===== src/rtl/branch_unit_bht_if.sv =====
// ---------------------------------------------------------------------------
// branch_unit_bht_if
//   Bundle of the signals that run between the pipeline and the branch
//   resolution unit. It carries the fetch-side prediction lookup, the EX-side
//   resolution request and the registered resolution result.
//
//   Modports:
//     master : pipeline side. It drives the lookup PC and the EX branch, and
//              receives the prediction and the result.
//     slave  : branch unit side.
//
//   Optional macro BRANCH_UNIT_STATS_EN adds the stat_branches and
//   stat_mispredicts counters as slave outputs.
//
//   Signals:
//     if_pc, if_pred_taken             fetch-stage lookup and prediction
//     ex_valid, ex_funct3, ex_rs1,
//     ex_rs2, ex_pc, ex_pred_taken,
//     flush                            EX-stage branch to resolve
//     res_valid, res_taken,
//     res_mispredict, res_illegal      registered resolution result
// ---------------------------------------------------------------------------
interface branch_unit_bht_if #(
  parameter int XLEN = 32
);
  logic [XLEN-1:0] if_pc;
  logic            if_pred_taken;

  logic            ex_valid;
  logic [2:0]      ex_funct3;
  logic [XLEN-1:0] ex_rs1;
  logic [XLEN-1:0] ex_rs2;
  logic [XLEN-1:0] ex_pc;
  logic            ex_pred_taken;
  logic            flush;

  logic            res_valid;
  logic            res_taken;
  logic            res_mispredict;
  logic            res_illegal;

`ifdef BRANCH_UNIT_STATS_EN
  logic [31:0]     stat_branches;
  logic [31:0]     stat_mispredicts;

  modport master (
    output if_pc, ex_valid, ex_funct3, ex_rs1, ex_rs2, ex_pc, ex_pred_taken, flush,
    input  if_pred_taken, res_valid, res_taken, res_mispredict, res_illegal,
    input  stat_branches, stat_mispredicts
  );

  modport slave (
    input  if_pc, ex_valid, ex_funct3, ex_rs1, ex_rs2, ex_pc, ex_pred_taken, flush,
    output if_pred_taken, res_valid, res_taken, res_mispredict, res_illegal,
    output stat_branches, stat_mispredicts
  );
`else
  modport master (
    output if_pc, ex_valid, ex_funct3, ex_rs1, ex_rs2, ex_pc, ex_pred_taken, flush,
    input  if_pred_taken, res_valid, res_taken, res_mispredict, res_illegal
  );

  modport slave (
    input  if_pc, ex_valid, ex_funct3, ex_rs1, ex_rs2, ex_pc, ex_pred_taken, flush,
    output if_pred_taken, res_valid, res_taken, res_mispredict, res_illegal
  );
`endif

endinterface


===== src/rtl/branch_unit_bht.sv =====
// ---------------------------------------------------------------------------
// branch_unit_bht
//   Resolves the six RV32I conditional branches from raw operands and
//   registers the outcome with one cycle of latency. The result is compared
//   with the prediction that fetch made, so a misprediction can drive the
//   redirect and flush logic. The unit also holds a table of 2-bit saturating
//   counters. Resolved branches train the table, and fetch reads it in the
//   same cycle to get a direction prediction.
//
//   Ports:
//     clk  : system clock, rising edge
//     rst  : asynchronous, active-high reset
//     bus  : branch_unit_bht_if.slave
//            inputs  if_pc, ex_valid, ex_funct3, ex_rs1, ex_rs2, ex_pc,
//                    ex_pred_taken, flush
//            outputs if_pred_taken (combinational), res_valid, res_taken,
//                    res_mispredict, res_illegal (registered)
//
//   Parameters:
//     XLEN        : operand and PC width
//     BHT_ENTRIES : number of counters; must be a power of two, >= 4
//     IDX_W       : derived index width; the table is indexed by pc[IDX_W+1:2]
//
//   Optional macro BRANCH_UNIT_STATS_EN adds two saturating 32-bit event
//   counters, stat_branches and stat_mispredicts, on the interface. When the
//   macro is undefined, these counters do not exist.
// ---------------------------------------------------------------------------
module branch_unit_bht #(
  parameter  int XLEN        = 32,
  parameter  int BHT_ENTRIES = 64,
  localparam int IDX_W       = $clog2(BHT_ENTRIES)
) (
  input logic               clk,
  input logic               rst,
  branch_unit_bht_if.slave  bus
);

  // Counter encoding: 00 strong-NT, 01 weak-NT, 10 weak-T, 11 strong-T
  localparam logic [1:0] CTR_RESET = 2'b01;

  // ---------------------------------------------------------------------
  // Condition evaluation
  // ---------------------------------------------------------------------
  logic eq;
  logic lt_s;
  logic lt_u;
  logic taken;
  logic illegal;

  assign eq   = (bus.ex_rs1 == bus.ex_rs2);
  assign lt_s = ($signed(bus.ex_rs1) < $signed(bus.ex_rs2));
  assign lt_u = (bus.ex_rs1 < bus.ex_rs2);

  always_comb begin
    taken   = 1'b0;
    illegal = 1'b0;
    case (bus.ex_funct3)
      3'b000:  taken = eq;      // BEQ
      3'b001:  taken = ~eq;     // BNE
      3'b100:  taken = lt_s;    // BLT
      3'b101:  taken = ~lt_s;   // BGE
      3'b110:  taken = lt_u;    // BLTU
      3'b111:  taken = ~lt_u;   // BGEU
      default: illegal = 1'b1;  // 010 / 011 are not branch encodings
    endcase
  end

  logic accept;
  assign accept = bus.ex_valid & ~bus.flush;

  // ---------------------------------------------------------------------
  // Registered result
  // ---------------------------------------------------------------------
  logic res_valid_q,      res_valid_d;
  logic res_taken_q,      res_taken_d;
  logic res_illegal_q,    res_illegal_d;
  logic res_mispredict_q, res_mispredict_d;

  // Every result field is qualified with accept, so an idle or flushed cycle
  // clears the outputs instead of holding the previous result.
  always_comb begin
    res_valid_d      = accept;
    res_taken_d      = taken & accept;
    res_illegal_d    = illegal & accept;
    res_mispredict_d = accept & ~illegal & (taken != bus.ex_pred_taken);
  end

  always_ff @(posedge clk or posedge rst) begin
    if (rst) begin
      res_valid_q      <= 1'b0;
      res_taken_q      <= 1'b0;
      res_illegal_q    <= 1'b0;
      res_mispredict_q <= 1'b0;
    end else begin
      res_valid_q      <= res_valid_d;
      res_taken_q      <= res_taken_d;
      res_illegal_q    <= res_illegal_d;
      res_mispredict_q <= res_mispredict_d;
    end
  end

  assign bus.res_valid      = res_valid_q;
  assign bus.res_taken      = res_taken_q;
  assign bus.res_illegal    = res_illegal_q;
  assign bus.res_mispredict = res_mispredict_q;

  // ---------------------------------------------------------------------
  // Branch history table
  //   The whole table must clear on reset, so it is built from individual
  //   flops rather than a RAM. Each entry is a small register that loads only
  //   when it is the addressed update target.
  // ---------------------------------------------------------------------
  logic [IDX_W-1:0] if_idx;
  logic [IDX_W-1:0] upd_idx;
  logic             upd_en;
  logic [1:0]       upd_cur;
  logic [1:0]       upd_ctr_d;
  logic [1:0]       ctr_all [BHT_ENTRIES];

  // PC bits [1:0] are dropped. Higher bits are ignored, so aliasing PCs
  // intentionally share a counter.
  assign if_idx  = bus.if_pc[IDX_W+1:2];
  assign upd_idx = bus.ex_pc[IDX_W+1:2];
  assign upd_en  = accept & ~illegal;
  assign upd_cur = ctr_all[upd_idx];

  always_comb begin
    upd_ctr_d = upd_cur;
    if (taken) begin
      if (upd_cur != 2'b11) upd_ctr_d = upd_cur + 2'b01;
    end else begin
      if (upd_cur != 2'b00) upd_ctr_d = upd_cur - 2'b01;
    end
  end

  genvar gi;
  generate
    for (gi = 0; gi < BHT_ENTRIES; gi++) begin : g_bht
      logic [1:0] ctr_q;
      logic       hit;

      assign hit = upd_en && (upd_idx == IDX_W'(gi));

      always_ff @(posedge clk or posedge rst) begin
        if (rst) begin
          ctr_q <= CTR_RESET;
        end else if (hit) begin
          ctr_q <= upd_ctr_d;
        end
      end

      assign ctr_all[gi] = ctr_q;
    end
  endgenerate

  // The lookup reads the current flop contents. When the lookup and the
  // update hit the same entry, fetch therefore sees the pre-update value, and
  // the trained value appears on the next cycle.
  assign bus.if_pred_taken = ctr_all[if_idx][1];

  // ---------------------------------------------------------------------
  // Optional event counters
  // ---------------------------------------------------------------------
`ifdef BRANCH_UNIT_STATS_EN
  logic [31:0] stat_branches_q,    stat_branches_d;
  logic [31:0] stat_mispredicts_q, stat_mispredicts_d;

  always_comb begin
    stat_branches_d    = stat_branches_q;
    stat_mispredicts_d = stat_mispredicts_q;
    if (upd_en && (stat_branches_q != 32'hFFFF_FFFF)) begin
      stat_branches_d = stat_branches_q + 32'd1;
    end
    if (res_mispredict_d && (stat_mispredicts_q != 32'hFFFF_FFFF)) begin
      stat_mispredicts_d = stat_mispredicts_q + 32'd1;
    end
  end

  always_ff @(posedge clk or posedge rst) begin
    if (rst) begin
      stat_branches_q    <= 32'd0;
      stat_mispredicts_q <= 32'd0;
    end else begin
      stat_branches_q    <= stat_branches_d;
      stat_mispredicts_q <= stat_mispredicts_d;
    end
  end

  assign bus.stat_branches    = stat_branches_q;
  assign bus.stat_mispredicts = stat_mispredicts_q;
`endif

  // PC bits outside the index field are deliberately unused.
  logic unused_pc_bits;
  generate
    if (XLEN > IDX_W + 2) begin : g_unused_hi
      assign unused_pc_bits = ^{bus.if_pc[XLEN-1:IDX_W+2], bus.if_pc[1:0],
                                bus.ex_pc[XLEN-1:IDX_W+2], bus.ex_pc[1:0]};
    end else begin : g_unused_lo
      assign unused_pc_bits = ^{bus.if_pc[1:0], bus.ex_pc[1:0]};
    end
  endgenerate

endmodule


===== src/flat_wrapper.sv =====
// flat-port wrapper written by rule: the top's interface ports become plain ports
module branch_unit_bht_flat 
#(
  parameter  int XLEN        = 32,
  parameter  int BHT_ENTRIES = 64,
  localparam int IDX_W       = $clog2(BHT_ENTRIES)
)
  (clk, rst, bus_if_pc, bus_ex_valid, bus_ex_funct3, bus_ex_rs1, bus_ex_rs2, bus_ex_pc, bus_ex_pred_taken, bus_flush, bus_if_pred_taken, bus_res_valid, bus_res_taken, bus_res_mispredict, bus_res_illegal);
  branch_unit_bht_if #(.XLEN(XLEN)) bus_i ();
  input logic clk;
  input logic rst;
  input wire logic [$bits(bus_i.if_pc)-1:0] bus_if_pc;
  input wire logic [$bits(bus_i.ex_valid)-1:0] bus_ex_valid;
  input wire logic [$bits(bus_i.ex_funct3)-1:0] bus_ex_funct3;
  input wire logic [$bits(bus_i.ex_rs1)-1:0] bus_ex_rs1;
  input wire logic [$bits(bus_i.ex_rs2)-1:0] bus_ex_rs2;
  input wire logic [$bits(bus_i.ex_pc)-1:0] bus_ex_pc;
  input wire logic [$bits(bus_i.ex_pred_taken)-1:0] bus_ex_pred_taken;
  input wire logic [$bits(bus_i.flush)-1:0] bus_flush;
  output wire logic [$bits(bus_i.if_pred_taken)-1:0] bus_if_pred_taken;
  output wire logic [$bits(bus_i.res_valid)-1:0] bus_res_valid;
  output wire logic [$bits(bus_i.res_taken)-1:0] bus_res_taken;
  output wire logic [$bits(bus_i.res_mispredict)-1:0] bus_res_mispredict;
  output wire logic [$bits(bus_i.res_illegal)-1:0] bus_res_illegal;
  assign bus_i.if_pc = bus_if_pc;
  assign bus_i.ex_valid = bus_ex_valid;
  assign bus_i.ex_funct3 = bus_ex_funct3;
  assign bus_i.ex_rs1 = bus_ex_rs1;
  assign bus_i.ex_rs2 = bus_ex_rs2;
  assign bus_i.ex_pc = bus_ex_pc;
  assign bus_i.ex_pred_taken = bus_ex_pred_taken;
  assign bus_i.flush = bus_flush;
  assign bus_if_pred_taken = bus_i.if_pred_taken;
  assign bus_res_valid = bus_i.res_valid;
  assign bus_res_taken = bus_i.res_taken;
  assign bus_res_mispredict = bus_i.res_mispredict;
  assign bus_res_illegal = bus_i.res_illegal;
  branch_unit_bht #(.XLEN(XLEN), .BHT_ENTRIES(BHT_ENTRIES)) u_core (.clk(clk), .rst(rst), .bus(bus_i));
endmodule

===== config.mk =====
export PLATFORM = sky130hd
export DESIGN_NAME = branch_unit_bht_flat
export DESIGN_NICKNAME = d
export VERILOG_FILES = /design/src/rtl/branch_unit_bht_if.sv /design/src/rtl/branch_unit_bht.sv /design/src/flat_wrapper.sv
export SDC_FILE = /design/constraint.sdc
export NUM_CORES = 1
export LEC_CHECK = 0
export CORE_MARGIN = 8
export CORE_UTILIZATION = 40
export DETAILED_ROUTE_END_ITERATION = 10
export DONT_BUFFER_PORTS = 1
export GPL_TIMING_DRIVEN = 0
export PLACE_DENSITY_LB_ADDON = 0.15
export SYNTH_ARGS = -nofsm -noshare
export SYNTH_HDL_FRONTEND = slang
export SYNTH_SLANG_ARGS = --single-unit

===== constraint.sdc =====
create_clock -name clk -period 3.8 [get_ports clk]
set_input_delay 0 -clock clk [delete_from_list [all_inputs] [get_ports clk]]
set_output_delay 0 -clock clk [all_outputs]
set_load 0.01 [all_outputs]

### Word-level counts from Yosys, hierarchy flattened

Cells that the tools add are included.

| word-level totals | value |
|---|---|
| register bits | 132 |
| input bits | 136 |
| output and inout bits | 5 |
| logic and storage cells | 235 |

| operators by class | value |
|---|---|
| add/sub/neg operators | 2 |
| order comparisons | 4 |
| eq/ne operators | 71 |
| multiplexer cells | 11 |
| bitwise operators | 11 |
| reduce and logical (&&, ||, !) cells | 68 |

Operator list:

| cell | number |
|---|---|
| 6-bit == test, second input constant | 32 |
| 6-bit by 5-bit == test with 1-bit output, second input constant | 16 |
| 1-bit logical AND | 64 |
| 32-bit less-than comparator | 2 |
| 6-bit by 4-bit == test with 1-bit output, second input constant | 8 |
| 32-bit == test | 1 |
| 2-bit binary-select mux with 6-bit select | 2 |
| 6-bit by 3-bit == test with 1-bit output, second input constant | 4 |
| 7-bit greater-or-equal comparator, second input constant | 2 |
| 2-bit two-way mux | 7 |
| 6-bit NOT with 7-bit output | 2 |
| 3-bit == test, second input constant | 4 |
| 6-bit by 2-bit == test with 1-bit output, second input constant | 2 |
| 6-bit by 1-bit == test with 1-bit output, second input constant | 1 |
| 6-bit zero test | 1 |
| 1-bit case mux with 6 select lines | 1 |
| 6-bit OR reduction | 1 |
| 1-bit AND | 5 |
| 1-bit NOT | 4 |
| 3-bit by 1-bit == test with 1-bit output, second input constant | 1 |
| 3-bit zero test | 1 |
| 2-bit by 1-bit adder with 2-bit output, second input constant | 1 |
| 2-bit != test, second input constant | 1 |
| 2-bit nonzero test | 1 |
| other kinds (3) | 3 |

### Depth between registers and ports, before layout

Gate-level depths: netlist of run 1.

| logic depth | value |
|---|---|
| word-level depth | 7 |
| gate-level depth with buffers | 11 |
| mapped depth without buffers | 10 |

### Worst setup path before layout of run 1

No wires, ideal clock.

| path | value |
|---|---|
| kind | input -> output |
| from | input bus_if_pc[2] |
| to | output bus_if_pred_taken |
| data arrival time | 2.440 ns |
| setup slack | 1.360 ns |
| stages on the path | 5 |
| path buffers | 2 |
| path through | clkbuf_1 buf_1 mux4_2 mux4_2 mux4_2 |

| on the way | value |
|---|---|
| longest elaborated chain between the ends | 4 |

RTL lines:

| item | RTL line | source |
|---|---|---|
| from (decl) | flat_wrapper.sv:12 | `input wire logic [$bits(bus_i.if_pc)-1:0] bus_if_pc;` |
| 6-bit NOT with 7-bit output (implied by the code) | branch_unit_bht.sv:159 | `assign bus.if_pred_taken = ctr_all[if_idx][1];` |
| 2-bit binary-select mux with 6-bit select | branch_unit_bht.sv:159 |  |
| 2-bit two-way mux (implied by the code) (2 in a row) | branch_unit_bht.sv:159 |  |
| to (decl) | flat_wrapper.sv:20 | `output wire logic [$bits(bus_i.if_pred_taken)-1:0] bus_if_pred_taken;` |

No other way between the ends. The select of a mux whose other input is x is not followed.

### Worst setup path in the final report of run 1

Same ends and word-level chain as after synthesis.

==> results.md, run 1 <==
* Worst slew pin tran at 1040 ps
* Fraction of synthesized area in multiplexers at 16.1%
* Worst Path Class, Setup: in2out
* Ant diodes at 0
* Hold path start: bus_ex_pc[7]
* Final Cell Area at 8450 um2
* Drt total wl at 22,000 um
* Pwr/cell area at 421 nW/um2
* Final Hold Fails at 0
* Worst Reg-to-Reg Cells at 8
* Hold Path Class: in2reg
* Crit path max fanout at 10
* Hold Worst Slack at 17.3 ps
* Global-route wire length before repair at 34,600 um
* Largest family of logic cells by synthesized area: multiplexers
* FF-to-FF setup slack at 1080 ps
* All-Layer GR Usage at 19.6%
* Clock network latency to the later pin of the worst-skew pair at 420 ps
* R2r endpoint: u_core.g_bht[17].ctr_q[1]
* CP max stage cell: buf_1
* #FFs+latches synth at 132
* EDFF count, synth at 0
* Outcome: complete, no violations
* Compound-cell area share of the yosys netlist at 12.9%
* Avg WL per Cell at 21.7 um
* Maximum clock frequency at 317 MHz
* Worst path required time at 3800 ps
* Remaining DRCs at 0
* Vias in the first global route at 6,105
* H-tree depth at 4
* Initial antenna violation count at 2
* Crit path top cell by count: mux4_2
* Startpoint Class: primary input
* Initial Util at 40.3%
* Setup bufs post-CTS at 0
* Die H at 152 um
* Clk root buf: clkbuf_16
* Post-Synthesis Cells at 734
* Die width at 152 um
* Synth Area in Simple Gates at 15.0%
* Via count at 5,743
* Post-Place Cells at 969
* Number of CTS-inserted buffers at 17
* Most frequent cells in the layout: nand2_1 (210), o21ai_0 (69), dfrtp_1 (68)
* Critical path arrival at 3150 ps
* Setup TNS at 0 ps
* Worst Skew at 7.29 ps
* CTS Buffer Depth at 2
* Crit Reg-Reg Startpoint: u_core.g_bht[11].ctr_q[1]
* I/O Pins at 141
* Crit-path cells: clkbuf_1 -> buf_1 -> mux4_2 -> mux4_2 -> mux4_2
* Die Area at 23,200 um2
* Buffers on Ports at 0
* Finished Layout Cells at 1,010
* Synth cell types at 43
* Final setup margin at 650 ps
* Kind of end point of the critical path: output pin
* Setup WS pre-CTS at 592 ps
* Maximum VDD drop at 225 uV
* Post-Syn Area at 7430 um2
* Period Utilization, post-route at 82.9%
* Setup Viol. Count Final at 0
* Adder-cell share of the synthesized area at 5.72%
* CP top delay family: multiplexers
* Pre-antenna DRT Iters at 5
* Synth Area in XOR/XNOR at 0.354%
* Synth Area per Inst at 10.1 um2
* Period minus WS final at 3150 ps
* Number of cell rows at 50
* Total gr overflow at 0
* Final nets at 931
* Vias per cell at 5.69
* MaxCap Viol Count at 0
* Fin. max-slew vios at 0
* DP Area at 7760 um2
* Core Area at 18,500 um2
* Max-slew headroom at 30.6%
* Area grow syn2layout at 13.7%
* RSZ-0062 raised after global routing: false
* Synth async-reset ratio at 100%
* CTS sink cnt at 132
* Post-DP HPWL at 16,200 um
* Worst-path clk slew at 60 ps
* Antenna Nets Post-Route at 0
* Hold Path Depth at 4
* Primary FF master, synth: dfrtp_1
* Largest net degree at the start of global routing at 91
* Worst path buffer plus inverter count at 2
* Leading cell type in the layout, fill and taps excluded: nand2_1
* GP Congestion at 0.878
* Synth Net Count at 902
* Hold Path Sink: u_core.g_bht[28].ctr_q[0]
* Detailed Route Iter0 Violations at 484
* CTS tree: done
* Worst path max stage delay at 840 ps
* Sequential share of the synthesized area at 45.5%
* CP startpoint: bus_if_pc[2]
* Synth warnings at 0
* Layout cell share with drive strength beyond 1 at 22.3%
* Leak at 3.33 nW
==> through the flow <==
| stage | power, W | utilization, % |
|---|---|---|
| finish | 0.00356 | 45.8 |
| floorplan | 0.00179 | - |
| detailed placement | 0.00190 | 42.0 |
| global route | 0.00369 | 45.8 |
| CTS | 0.00358 | 45.8 |
| global placement | 0.00188 | 41.9 |
==> power breakdown <==
| group | switching, W | total (W) | internal, W |
|---|---|---|---|
| sequential | 0.0000262 | 0.00151 | 0.00148 |
| clock | 0.000631 | 0.00167 | 0.00104 |
| combinational | 0.000229 | 0.000372 | 0.000143 |
==> registers in the layout, summed over array words and instances, names as in the netlist <==
| register | flops |
|---|---|
| u_core.bus.res_illegal | 1 |
| u_core.bus.res_mispredict | 1 |
| u_core.bus.res_valid | 1 |
| u_core.bus.res_taken | 1 |
| u_core.g_bht.ctr_q | 128 |
==> synth_stat cells, types with 2 or more instances <==
master    number  share of area (%)
nand2b_1       5               0.42
xor2_1         3               0.35
buf_6          7                1.1
buf_4          2               0.20
nand4_1        7               0.59
buf_1          6               0.30
inv_1         33                1.7
a21oi_1       12               0.81
a22oi_1        8               0.81
or3_1          2               0.17
ha_1          32                5.4
nand4b_1       2               0.24
o21ai_1       64                4.3
a22o_1         5               0.59
dfrtp_1       68                 23
nand2_1      210                 11
nor2b_1        6               0.51
and2_1         3               0.25
clkbuf_1      12               0.61
and4_1         2               0.24
mux4_2        53                 16
a221oi_1       6               0.71
nand3_1        2               0.13
o21ai_0       69                4.6
buf_2          8               0.54
nor3_1         6               0.40
dfstp_2       64                 23
nor2_1        22                1.1
==> timing repair <==
item	4_1_cts	5_1_grt
hold buffers	9	0
resized for setup	0	0
endpoints found under the hold margin	105	0
==> worst min-delay path, stage by stage <==
cell	delay (ps)
nor2b_1	30
buf_1	170
nand2_1	160
o21ai_1	70
==> metal layers <==
| metal | wire [um] | vias up | track usage, % |
|---|---|---|---|
| met5 | 48 | - | 0 |
| met4 | 800 | 4 | 9.00 |
| met3 | 1240 | 59 | 4.93 |
| met2 | 10600 | 196 | 32.2 |
| met1 | 9260 | 2816 | 23.9 |
| li1 | - | 2668 | - |
==> how the worst max path moves through the flow <==
stage / depth (start not counted) / to
6_report: 5 / bus_if_pred_taken
5_1_grt: 5 / bus_if_pred_taken
4_1_cts: 5 / bus_if_pred_taken
3_5_place_dp: 5 / bus_if_pred_taken
3_3_place_gp: 1 / u_core.g_bht[54].ctr_q[1]
2_1_floorplan: 1 / u_core.bus.res_illegal
==> cell families (layout without fill, tap and decap cells) <==
group	count (synthesis)	in the layout
adder cells (fa/ha/maj)	34	34
multiplexers	53	53
AO/OA/AOI/OAI	173	173
AND/OR/NAND/NOR	270	270
buffers and inverters	69	111
XOR/XNOR	3	3
flip-flops	132	132
==> area by class of cell <==
cell class / instances / area [um2]
multi-input combinational: 533 / 3720
sequential: 132 / 3380
fill: 1746 / 10000
clock buffer: 18 / 439
buffer: 36 / 206
timing repair buffer: 10 / 118
inverter: 33 / 129
clock inverter: 14 / 161
tap: 234 / 293
No activity file was read; power rests on OpenSTA's default activity.
==> run 2: changes to the inputs <==
clock period = 2.8 ns   (was 3.8 ns; I/O delays follow)
==> results.md, run 2 (synthesis gave the netlist of run 1 again) <==
* Pwr/cell area at 558 nW/um2 (+33%)
* Outcome: complete, no violations
* Initial antenna violation count at 1 (-1)
* Worst path buffer plus inverter count at 1 (-1)
* Via count at 5,736 (-0.12%)
* Leading cell type in the layout, fill and taps excluded: nand2_1
* Period Utilization, post-route at 95.7%
* MaxCap Viol Count at 0 (unchanged)
* Vias per cell at 5.63 (-0.91%)
* Final nets at 939 (+0.86%)
* CTS sink cnt at 132 (unchanged)
* FILL cells at 1,686 (-3.4%)
* GP Congestion at 0.897 (+2.1%)
* Vias in the first global route at 5,980 (-2.0%)
* Die H at 152 um (unchanged)
* Setup Viol. Count Final at 0 (unchanged)
* Layout cell share with drive strength beyond 1 at 23.2% (+0.92 points)
* Fin. max-slew vios at 0 (unchanged)
* Worst slew pin tran at 898 ps (-143 ps)
* CP max stage cell: mux4_2
* Startpoint Class: flop
* Antenna Nets Post-Route at 0 (unchanged)
* Worst Path Class, Setup: reg2reg
* Die Area at 23,200 um2 (unchanged)
* I/O Pins at 141 (unchanged)
* Max FFs per register at 128 (unchanged)
* Clock network latency to the later pin of the worst-skew pair at 420 ps (about the same)
* Met2 GRT Util at 30.9% (-1.3 points)
* Worst path max stage delay at 500 ps (-340 ps)
* M3 GR Usage at 4.65% (-0.28 points)
* Maximum clock frequency at 373 MHz
* Largest net degree at the start of global routing at 41 (-55%)
* GR Util met1 at 23.4% (-0.54 points)
* Initial Util at 40.3% (unchanged)
* Maximum VDD drop at 432 uV (+92%)
* Critical path arrival at 3030 ps (-120 ps)
* Die width at 152 um (unchanged)
* Final setup margin at 119 ps (-531 ps)
* Worst path required time at 3150 ps (-650 ps)
* CTS tree: done
* Crit path max fanout at 10 (unchanged)
* Clk root buf: clkbuf_16
* Core Area at 18,500 um2 (unchanged)
* Pre-antenna DRT Iters at 5 (unchanged)
* Kind of end point of the critical path: flop
* Setup WS pre-CTS at -448 ps (-1040 ps)
* Area grow syn2layout at 14.9%
* Worst Skew at 6.74 ps (-0.549 ps)
* Period minus WS final at 2680 ps
* Most frequent cells in the layout: nand2_1 (210), o21ai_0 (69), dfrtp_1 (68)
* All-Layer GR Usage at 19.2% (-0.41 points)
* Crit-path cells: mux4_2 -> a22o_1 -> a221oi_1 -> o221ai_1 -> maj3_4 -> buf_4 -> o21ai_1
* Setup TNS at 0 ps (unchanged)
* RSZ-0062 raised after global routing: false
* Final Hold Fails at 0 (unchanged)
* Max-slew headroom at 40.0% (+9.4 points)
* Number of cell rows at 50 (unchanged)
* GRT Max-Usage Layer: met2
* CTS Buffer Depth at 2 (unchanged)
* Detailed Route Iter0 Violations at 376 (-22%)
* Drt total wl at 21,900 um (-0.33%)
* Hold Path Class: in2reg
* H-tree depth at 4 (unchanged)
* Worst-path clk slew at 60 ps (about the same)
* Total gr overflow at 0 (unchanged)
* FF-to-FF setup slack at 120 ps (-960 ps)
* Leak at 3.36 nW (+1.1%)
* Post-Place Cells at 971 (+0.21%)
* Buffers on Ports at 0 (unchanged)
* Reg with most FFs: u_core.g_bht.ctr_q
* Global-route wire length before repair at 33,800 um (-2.3%)
* Ant diodes at 0 (unchanged)
* Remaining DRCs at 0 (unchanged)
* Finished Layout Cells at 1,018 (+0.79%)
* Avg WL per Cell at 21.5 um (-1.1%)
* Number of CTS-inserted buffers at 17 (unchanged)
* Total power draw at 0.00476 W (+34%)
* CP top delay family: compound AO/OA/AOI/OAI gates
* Post-DP HPWL at 16,100 um (-0.60%)
## run 2: final timing paths
| check | startpoint | to | cells past startpoint |
|---|---|---|---|
| worst max-delay path | u_core.g_bht[27].ctr_q[0] | u_core.g_bht[37].ctr_q[0] | 7 |
| worst min-delay path | bus_ex_pc[7] | u_core.g_bht[16].ctr_q[0] | 4 |
| worst max register to register | u_core.g_bht[27].ctr_q[0] | u_core.g_bht[37].ctr_q[0] | 7 |
| worst min register to register | u_core.g_bht[39].ctr_q[0] | u_core.g_bht[39].ctr_q[0] | 2 |
| max in group asynchronous | rst | u_core.g_bht[54].ctr_q[0] | 4 |
| min in group asynchronous | rst | u_core.g_bht[37].ctr_q[1] | 2 |
## run 2: worst register-to-register path: stages, from the launching register on
cell,delay [ps]
dfstp_2,360
mux4_2,500
a22o_1,260
a221oi_1,410
o221ai_1,250
maj3_4,470
buf_4,220
o21ai_1,140
## run 2: final cells by class
| type | count | area (um2) | area share (%) |
|---|---|---|---|
| Tap cell | 234 | 293 | 3.43 |
| Inverter | 33 | 128 | 1.49 |
| Timing Repair Buffer | 18 | 195 | 2.29 |
| Clock buffer | 24 | 482 | 5.64 |
| Sequential cell | 132 | 3380 | 39.6 |
| Clock inverter | 8 | 100 | 1.17 |
| Multi-Input combinational cell | 533 | 3730 | 43.7 |
| Buffer | 36 | 228 | 2.67 |
## run 2: what timing repair did
item                                    4_1_cts  5_1_grt
hold buffers                                 10        0
buffers inserted                              0        5
gates resized for setup                       4        9
hold endpoints to repair                     38        0
endpoints found under the setup margin       39       61
pin swaps                                     0        2
## run 2: stage by stage
step                      util (%)  hold slack (ps)  area, um2
after floorplan                  -             70.3       7440
after global placement        41.9             73.8       7730
after detailed placement      42.2             73.9       7790
after CTS                     46.0             25.1       8480
after global routing          46.3             88.7       8540
final                         46.3             46.3       8540
## run 2: power breakdown
part	internal [W]	switching [W]
sequential	0.00201	0.0000340
clock	0.00138	0.000822
combinational	0.000203	0.000315
## run 2: per-layer routing
layer	vias up	routed length (um)
met5	-	13
met4	2	901
met3	61	1250
met2	206	10500
met1	2784	9250
li1	2683	-
==> run 3: changes to the inputs <==
ABC_AREA = 1   (was not set)
==> results.md, run 3 <==
* Outcome: complete, no violations
* Worst Skew at 10.5 ps (+3.72 ps)
* Pwr/cell area at 520 nW/um2 (-6.8%)
* Die Area at 25,800 um2 (+11%)
* Buffers on Ports at 0 (unchanged)
* Drt total wl at 28,400 um (+30%)
* Max FFs per register at 128 (unchanged)
* Final Hold Fails at 0 (unchanged)
* Worst slew pin tran at 1080 ps (+183 ps)
* Post-Place Cells at 1,507 (+55%)
* Setup Viol. Count Final at 0 (unchanged)
* Maximum VDD drop at 360 uV (-17%)
* Antenna Nets Post-Route at 0 (unchanged)
* Number of cell rows at 53 (+6.0%)
* Reg with most FFs: u_core.g_bht.ctr_q
* Crit path top cell by count: nand2_1
* Crit-path cells: dlygate4sd3_1 -> nand2_2 -> inv_2 -> buf_2 -> a22oi_1 -> nand2_1 -> nand2_1 -> nand2_1 -> nor2_1 -> nor2_1 -> nor2_1 -> nand2_1 -> nand2_1 -> nand2_1 -> nand2_4 -> buf_6 -> nand2_1 -> nand2_1
* H-tree depth at 4 (unchanged)
* Clk root buf: clkbuf_16
* Max-slew headroom at 27.7% (-12 points)
* Kind of end point of the critical path: flop
* CP max stage cell: dlygate4sd3_1
* Ant diodes at 0 (unchanged)
* EDFF count, synth at 0 (unchanged)
* Vias per cell at 5.21 (-7.4%)
* Setup bufs post-CTS at 0 (unchanged)
* Die H at 161 um (+5.5%)
* Initial antenna violation count at 0 (-1)
* Post_cts resized at 0 (-4)
* Pre-antenna DRT Iters at 6 (+1)
* Synth Area per Inst at 6.81 um2 (-33%)
* Synth async-reset ratio at 100% (unchanged)
* GP Congestion at 0.991 (+11%)
* Most frequent cells in the layout: nand2_1 (522), inv_1 (161), nor2_1 (127)
* Number of CTS-inserted buffers at 17 (unchanged)
* Critical path arrival at 2650 ps (-380 ps)
* Finished Layout Cells at 1,549 (+52%)
* Post-Synthesis Cells at 1,229 (+67%)
* I/O Pins at 141 (unchanged)
* Vias in the first global route at 7,826 (+31%)
* Crit path max fanout at 10 (unchanged)
* Worst Path Class, Setup: in2reg
* Post-synth top area share at 23.4% (+0.51 points)
* Layout cell share with drive strength beyond 1 at 9.58% (-14 points)
* Hold Path Class: in2reg
* Worst path required time at 3180 ps (+30 ps)
* Final nets at 1,430 (+52%)
* Initial Util at 40.3% (+0.057 points)
* RSZ-0062 raised after global routing: false
* #FFs+latches synth at 132 (unchanged)
* Synth warnings at 0 (unchanged)
* Primary FF master, synth: dfrtp_1
* CTS sink cnt at 132 (unchanged)
* Startpoint Class: primary input
* Synth Net Count at 1,397 (+55%)
* Synth cell types at 27 (-37%)
* Leak at 4.75 nW (+41%)
* CTS tree: done
* Clock network latency to the later pin of the worst-skew pair at 440 ps (+20 ps)
* Detailed Route Iter0 Violations at 999 (+170%)
* Die width at 161 um (+5.5%)
* Period Utilization, post-route at 81.0% (-15 points)
* Cell taking the most area after synthesis: nand2_1
* Worst-path clk slew at 60 ps (about the same)
* Avg WL per Cell at 18.3 um (-15%)
* Fin. max-slew vios at 0 (unchanged)
* Worst path buffer plus inverter count at 4 (+3)
* MaxCap Viol Count at 0 (unchanged)
* Maximum clock frequency at 441 MHz (+18%)
* Remaining DRCs at 0 (unchanged)
* Most frequent cells after synthesis: nand2_1 (522), inv_1 (162), nor2_1 (127), dfrtp_1 (68)
* Via count at 8,078 (+41%)
* Sequential share of the synthesized area at 40.4% (-5.1 points)
* Total gr overflow at 0 (unchanged)
* Setup TNS at 0 ps (unchanged)
* Worst path max stage delay at 560 ps (+60 ps)
* Largest net degree at the start of global routing at 42 (+2.4%)
* Top area cells in the synthesized netlist: nand2_1 (23%), dfrtp_1 (20%), dfstp_2 (20%), inv_1 (7.3%), a22oi_1 (5.7%)
* Leading cell type in the layout, fill and taps excluded: nand2_1
* Period minus WS final at 2270 ps (-413 ps)
* CTS Buffer Depth at 2 (unchanged)
* Area grow syn2layout at 13.0%
* Post-Syn Area at 8370 um2 (+13%)
* CP top delay family: simple AND/OR/NAND/NOR gates
* Global-route wire length before repair at 44,300 um (+31%)
* Core Area at 20,800 um2 (+12%)
* All-Layer GR Usage at 22.3% (+3.1 points)
* Post-DP HPWL at 20,600 um (+28%)
* Most frequent cell after synthesis: nand2_1
[run 3: changes by cell type after synthesis, sizes merged, moves of 53 or more]
cell,previous run,this run
mux4,53,0
nor2,22,129
o21ai,133,50
nand2,210,525
a22oi,8,64
inv,33,163
[run 3: routing by layer]
metal | up-vias | track usage, % | part of all wire (%)
li1 | 3915 | - | -
met1 | 3761 | 29.5 | 44
met2 | 342 | 34.9 | 45
met3 | 60 | 5.32 | 8.2
met4 | 0 | 8.37 | 2.9
met5 | - | 0 | 0
[run 3: kinds of logic after synthesis]
group	after synthesis	synth area share [%]
simple gates	707	32.8
buf+inv	206	10.5
compound gates	152	11.5
flops	132	40.4
fa+ha+maj	32	4.78
[run 3: power by group]
part / switching [W] / internal, W / leakage, nW
combinational: 0.000422 / 0.000190 / 2.87
clock: 0.000845 / 0.00142 / 0.275
sequential: 0.0000375 / 0.00201 / 1.61
[run 3: worst min-delay path, stage by stage]
cell	delay, ps
nand2_1	210
nor3_1	150
nand2_1	70
nand2_1	50
[run 3: stage by stage]
stage | hold WS, ps | utilization, % | worst slack [ps] | total power (W) | area, um2
after global placement | 75.1 | 42.0 | 337 | 0.00265 | 8720
after detailed placement | 76.8 | 42.3 | 504 | 0.00267 | 8780
after global routing | 90.5 | 45.6 | 350 | 0.00509 | 9460
after floorplan | 70.8 | - | 1050 | 0.00247 | 8370
after CTS | 31.4 | 45.6 | 546 | 0.00496 | 9460
final | 53.0 | 45.6 | 532 | 0.00492 | 9460
[run 3: final cells by class]
class / instances / area (um2)
Clock inverter: 6 / 108
Multi-Input combinational cell: 891 / 4110
Inverter: 164 / 619
Sequential cell: 132 / 3380
Buffer: 42 / 263
Timing Repair Buffer: 14 / 170
Tap cell: 275 / 344
Clock buffer: 25 / 465
Fill cell: 2135 / 11300
[run 3: repair_timing]
action                     4_1_cts  5_1_grt
hold endpoints to repair        31        0
hold buffers                    11        0
setup endpoints to repair        0        0
[run 3: path summary, 6_finish.rpt]
| path | depth (start not counted) | from | slack, ps | end |
|---|---|---|---|---|
| setup / recovery | 18 | bus_ex_pc[2] | 530 | u_core.g_bht[45].ctr_q[0] |
| hold / removal | 4 | bus_ex_pc[6] | 50 | u_core.g_bht[56].ctr_q[0] |
| setup reg to reg | 13 | u_core.g_bht[40].ctr_q[1] | 730 | u_core.g_bht[63].ctr_q[1] |
| hold reg to reg | 2 | u_core.g_bht[46].ctr_q[0] | 470 | u_core.g_bht[46].ctr_q[0] |
| max in group asynchronous | 4 | rst | 1620 | u_core.g_bht[44].ctr_q[0] |
| min in group asynchronous | 2 | rst | 210 | u_core.g_bht[21].ctr_q[1] |
